**src/rtl/bus_arbiter.sv**
```systemverilog
// ---------------------------------------------------------------------------
// bus_arbiter
//
// Grants ownership of the shared Addr_bus/Data_bus to either the CPU (host
// master) or the DMA engine for one whole burst of 1, 2 or 4 beats. Between
// owners the bus sits idle for TURN_CYCLES cycles, and a watchdog aborts a
// burst whose owner stops transferring for HOLD_MAX granted cycles.
//
// Configuration macro:
//   ARB_RR_EN  defined   : a simultaneous CPU/DMA request goes to the master
//                          that was not granted last (last-owner flag resets
//                          to CPU, so the first tie goes to DMA).
//              undefined : DMA always wins a tie; no last-owner flag.
//
// Parameters:
//   TURN_CYCLES  idle cycles with no grant between bursts (1..3)
//   HOLD_MAX     granted cycles without a beat before abort (2..255)
//
// Ports:
//   clck        in   system clock, rising edge
//   Reset       in   synchronous active-high reset
//   cpu_req     in   CPU bus request, held for the whole burst
//   cpu_brust   in   CPU burst code (0=1, 1=2, 2=4 beats, 3=reserved)
//   cpu_beat    in   CPU transfers one word this cycle
//   dma_req     in   DMA bus request
//   dma_brust   in   DMA burst code, same encoding
//   dma_beat    in   DMA transfers one word this cycle
//   cpu_gnt     out  CPU owns the bus
//   dma_gnt     out  DMA owns the bus
//   beat_cnt    out  beats completed in the current burst
//   last_beat   out  current qualified beat completes the burst (comb.)
//   abort       out  one-cycle pulse, burst terminated early
//   brust_err   out  sticky, reserved burst code 3 was latched
// ---------------------------------------------------------------------------
module bus_arbiter #(
    parameter int TURN_CYCLES = 1,
    parameter int HOLD_MAX    = 16
) (
    input  logic       clck,
    input  logic       Reset,
    input  logic       cpu_req,
    input  logic [1:0] cpu_brust,
    input  logic       cpu_beat,
    input  logic       dma_req,
    input  logic [1:0] dma_brust,
    input  logic       dma_beat,
    output logic       cpu_gnt,
    output logic       dma_gnt,
    output logic [2:0] beat_cnt,
    output logic       last_beat,
    output logic       abort,
    output logic       brust_err
);

    localparam logic [1:0] IDLE    = 2'd0;
    localparam logic [1:0] GNT_CPU = 2'd1;
    localparam logic [1:0] GNT_DMA = 2'd2;
    localparam logic [1:0] TURN    = 2'd3;

    localparam logic [1:0] TURN_LAST = 2'(TURN_CYCLES - 1);
    localparam logic [7:0] HOLD_LAST = 8'(HOLD_MAX - 1);
    localparam logic [7:0] HOLD_SAT  = 8'(HOLD_MAX);

    logic [1:0] state;
    logic [1:0] turn_cnt;
    logic [7:0] wdog;
    logic [2:0] burst_len;

`ifdef ARB_RR_EN
    // 1 when the DMA engine was the most recent owner, 0 for the CPU.
    logic last_dma;
`endif

    logic       own_req;
    logic       own_beat;
    logic       pick_dma;
    logic       pick_cpu;
    logic [1:0] win_brust;

    // Burst code to beat count; the reserved code falls back to one beat.
    function automatic logic [2:0] brust_len(input logic [1:0] code);
        case (code)
            2'd1:    brust_len = 3'd2;
            2'd2:    brust_len = 3'd4;
            default: brust_len = 3'd1;
        endcase
    endfunction

    // Grants are a decode of the registered state, so they change only on
    // the clock edge and can never both be high.
    assign cpu_gnt = (state == GNT_CPU);
    assign dma_gnt = (state == GNT_DMA);

    // NOTE: every signal assigned in an always_comb gets a default at the
    // top; a path that leaves one unassigned would infer a latch.
    always_comb begin
        own_req  = 1'b0;
        own_beat = 1'b0;
        case (state)
            GNT_CPU: begin
                own_req  = cpu_req;
                own_beat = cpu_beat;
            end
            GNT_DMA: begin
                own_req  = dma_req;
                own_beat = dma_beat;
            end
            default: ;
        endcase
    end

    // Tie resolution between the two masters while IDLE.
`ifdef ARB_RR_EN
    assign pick_dma = dma_req & (~cpu_req | ~last_dma);
`else
    assign pick_dma = dma_req;
`endif
    assign pick_cpu  = cpu_req & ~pick_dma;
    assign win_brust = pick_dma ? dma_brust : cpu_brust;

    // own_beat is only ever set in a grant state, so it already carries the
    // grant qualification.
    assign last_beat = own_beat & (beat_cnt == burst_len - 3'd1);

    // NOTE: state registers use non-blocking assignments so every flop
    // samples the pre-edge values regardless of statement order.
    always_ff @(posedge clck) begin
        if (Reset) begin
            state     <= IDLE;
            turn_cnt  <= 2'd0;
            wdog      <= 8'd0;
            burst_len <= 3'd1;
            beat_cnt  <= 3'd0;
            abort     <= 1'b0;
            brust_err <= 1'b0;
`ifdef ARB_RR_EN
            last_dma  <= 1'b0;
`endif
        end else begin
            abort <= 1'b0;
            case (state)
                IDLE: begin
                    if (pick_dma || pick_cpu) begin
                        state     <= pick_dma ? GNT_DMA : GNT_CPU;
                        burst_len <= brust_len(win_brust);
                        beat_cnt  <= 3'd0;
                        wdog      <= 8'd0;
                        if (win_brust == 2'd3) begin
                            brust_err <= 1'b1;
                        end
`ifdef ARB_RR_EN
                        // Recorded at grant time so an aborted burst still
                        // counts as that master's turn.
                        last_dma  <= pick_dma;
`endif
                    end
                end

                GNT_CPU, GNT_DMA: begin
                    if (last_beat) begin
                        // Completion takes precedence over a simultaneous
                        // request drop.
                        state    <= TURN;
                        turn_cnt <= 2'd0;
                        beat_cnt <= 3'd0;
                        wdog     <= 8'd0;
                    end else if (!own_req) begin
                        state    <= TURN;
                        turn_cnt <= 2'd0;
                        beat_cnt <= 3'd0;
                        wdog     <= 8'd0;
                        abort    <= 1'b1;
                    end else if (own_beat) begin
                        beat_cnt <= beat_cnt + 3'd1;
                        wdog     <= 8'd0;
                    end else if (wdog == HOLD_LAST) begin
                        // This idle cycle brings the watchdog to HOLD_MAX.
                        state    <= TURN;
                        turn_cnt <= 2'd0;
                        beat_cnt <= 3'd0;
                        wdog     <= HOLD_SAT;
                        abort    <= 1'b1;
                    end else begin
                        wdog <= wdog + 8'd1;
                    end
                end

                default: begin
                    // TURN: requests are ignored until the gap has elapsed.
                    if (turn_cnt == TURN_LAST) begin
                        state <= IDLE;
                    end else begin
                        turn_cnt <= turn_cnt + 2'd1;
                    end
                end
            endcase
        end
    end

endmodule

```
**config.mk**
```make
export PLATFORM = sky130hd
export DESIGN_NAME = bus_arbiter
export DESIGN_NICKNAME = d
export VERILOG_FILES = /design/src/rtl/bus_arbiter.sv
export SDC_FILE = /design/constraint.sdc
export NUM_CORES = 1
export LEC_CHECK = 0
export BUFFER_PORTS_ARGS = -buffer_cell sky130_fd_sc_hd__buf_2
export CAP_MARGIN = 20
export CORE_MARGIN = 5
export CORE_UTILIZATION = 35
export CTS_CLUSTER_DIAMETER = 120
export DETAILED_ROUTE_END_ITERATION = 6
export PLACE_DENSITY = 0.53
export REMOVE_ABC_BUFFERS = 1
export SYNTH_ARGS = -nofsm -noshare
export SYNTH_HDL_FRONTEND = slang
export SYNTH_SLANG_ARGS = --single-unit
export TNS_END_PERCENT = 50
```
**constraint.sdc**
```tcl
create_clock -name clck -period 3.6 [get_ports clck]
set_clock_uncertainty 0.1 [all_clocks]
set_input_delay 0.36 -clock clck [delete_from_list [all_inputs] [get_ports clck]]
set_output_delay 0.36 -clock clck [all_outputs]
set_load 0.05 [all_outputs]
```
==> metrics <==
largest net degree at the start of global routing=19; floorplan core area=0.003103 mm²; top post-synthesis cells by count=dfxtp_1 (20), nor2_1 (15), inv_1 (12), a21oi_1 (11), ha_1 (11); Highest Signal Layer=met4; DRT met1 WL=1085 µm; Area growth, synth to finish=14.53%; Clock Path Buffers=2; FF-to-FF path depth=7; hold crit path type=primary input to flip-flop; count leader, synth=dfxtp_1; Endpoint, Worst Hold=brust_err; Worst setup EP type=flip-flop; worst hold path startpoint=Reset; CTS tree=built; CP Class=flip-flop to flip-flop; Core Util, Final=42.58%; CTS H-tree depth=1; vias in the first global route=916; die area=0.004544 mm²; row count=20; reg2reg start=state[0]; fill count=344; WL/cell=11.75 µm; Final #Nets=175; Gate power share=45.3%; Clock transition at path regs=0.12 ns; synth top area cells=dfxtp_1 (35%), ha_1 (12%), nor2_1 (4.9%); diode count=0; Switch Pwr=0.3069 mW; cts hold-fix bufs=0; post-synth top area cell=dfxtp_1; Clk pwr share=18.3%; distinct cell type count of the synthesized netlist=36; Post-DRT Antenna Nets=0; Most used DFF post-synth=dfxtp_1; status=completed; Synthesis Warnings=0; placed cell count=193; post-CTS setup buffers=0; Tightest Pin Transition=0.7972 ns; final period utilization=70.36%; Worst-Skew Late Latency=0.30 ns; Mapped Cells=135; initial DRC count=43; f_max=394.8 MHz; Root Buffer=clkbuf_4; Arr. time, crit path=2.68 ns; Register Area=400.4 µm²; detailed placer's ending HPWL=1837 µm; biggest fanout along the worst timing path=7; Yosys top cell area share=34.71%; setup TNS=0 ns; Final Slew Violations=0; Initial Utilization=37.18%; Met3 Routed Length=80 µm; multi-input logic area=691.9 µm²; min cycle time layout=2.533 ns; routed wl met2=1129 µm; hold depth=2; DR pass1 iterations=4; register area share after synthesis=34.71%; Peak VDD IR=0.3470 mV; number of I/O port buffers=17; DRC viols=0; Async SR Flop Fraction=0%; cts bufs inserted=3; CP required=3.75 ns; Max transition margin=45.48%; #FFs+latches synth=20; die width=67.41 µm; Seq pwr share=36.4%; startpoint types=flip-flop; GRT overflow=0; Die H=67.41 µm; RSZ-0062 raised after global routing=false; initial antenna violation count=0; Critical R2R Capture=wdog[5]; number of synthesized flops with an enable pin=0; via count=963; Non-Filler Instances=197; Final Hold Fails=0; Mapped Area=0.001154 mm²; Avg Cell Area, Syn=8.545 µm²; cts repair resizes=0; Static Leak=0.5753 nW; # IOs=18; PwrDens=555.5 mW/mm²; reg2reg setup slack=1.07 ns; max-cap viol count=0; via/cell ratio=4.888; clock sink total=20; routed wire length=2315 µm; cell internal pwr=0.4270 mW; first-pass GRT wire length=4126 µm; global placer's final weighted congestion=0.7133; Final Setup Violations=0; switching part of the total=41.81%; share of post-route cells with drive strength above 1=18.30%; All-Layer GR Usage=12.03%
-- through the flow --
stage	hold slack, ns	total power [mW]	worst slack (ns)	instance area, µm²
final	0.3108	0.7339	1.067	1321
after CTS	0.3057	0.7468	1.032	1321
after detailed placement	0.3688	0.6101	1.048	1285
after global routing	0.3027	0.7927	0.8427	1321
after floorplan	0.3291	0.5313	1.135	1137
after global placement	0.3636	0.6030	1.171	1285
-- routing by layer --
layer | GRT usage [%] | vias to the layer above
li1 | - | 506
met1 | 14.08 | 442
met2 | 20.86 | 13
met3 | 4.160 | 2
met4 | 3.038 | 0
met5 | 0 | -
-- placed cells by master, fill, tap and decap left out, drive strengths merged, types with 3 or more instances in the layout --
master	count
clkbuf	4
nand3	5
o21ai	7
nand4	3
a21oi	11
nor2	15
ha	11
xor2	6
dfxtp	20
buf	18
inv	12
nand3b	3
nand2	8
or4	3
mux2i	4
-- sequential cells by signal (all words and copies together) (netlist names) --
signal	count
turn_cnt	2
beat_cnt	3
state	2
wdog	8
burst_len	3
brust_err	1
abort	1
-- logic make-up (layout without fill, tap and decap cells) --
kind of cell | after synthesis | count (layout) | synth area share [%]
multiplexers | 4 | 4 | 3.471
AND/OR/NAND/NOR | 47 | 47 | 21.48
adder cells (fa/ha/maj) | 11 | 11 | 11.93
XOR/XNOR | 9 | 9 | 8.026
buffers and inverters | 16 | 34 | 5.314
flip-flops | 20 | 20 | 34.71
AO/OA/AOI/OAI | 28 | 28 | 15.08
-- power groups by stage --
| stage | clock, mW | sequential [mW] | combinational [mW] |
|---|---|---|---|
| after CTS | 0.140 | 0.268 | 0.339 |
| after floorplan | 0 | 0.297 | 0.235 |
| after global placement | 0 | 0.272 | 0.331 |
| after global routing | 0.151 | 0.273 | 0.368 |
| after detailed placement | 0 | 0.273 | 0.337 |
| final | 0.134 | 0.267 | 0.332 |
-- how the worst max path moves through the flow --
stage,from,endpoint,slack [ns]
after floorplan,state[0],beat_cnt[2],1.14
after global placement,state[0],wdog[0],1.17
after detailed placement,state[0],wdog[5],1.05
after CTS,state[0],wdog[2],1.03
after global routing,state[0],wdog[0],0.84
final,state[0],wdog[5],1.07
-- cell type report --
| type | count | area share (%) |
|---|---|---|
| repair buffers | 18 | 7.008 |
| inverters | 12 | 3.409 |
| multi-input cells | 99 | 52.37 |
| clock buffers | 4 | 2.746 |
| flip-flops and latches | 20 | 30.30 |
| well taps | 44 | 4.167 |
-- critical path: stages (launching register included) --
cell      delay [ns]
dfxtp_1         0.39
inv_1           0.08
ha_1            0.39
inv_1           0.12
or3b_2          0.51
o21ai_0         0.47
nand2b_1        0.26
nor2_1          0.15
(Power assumes the default switching activity.)
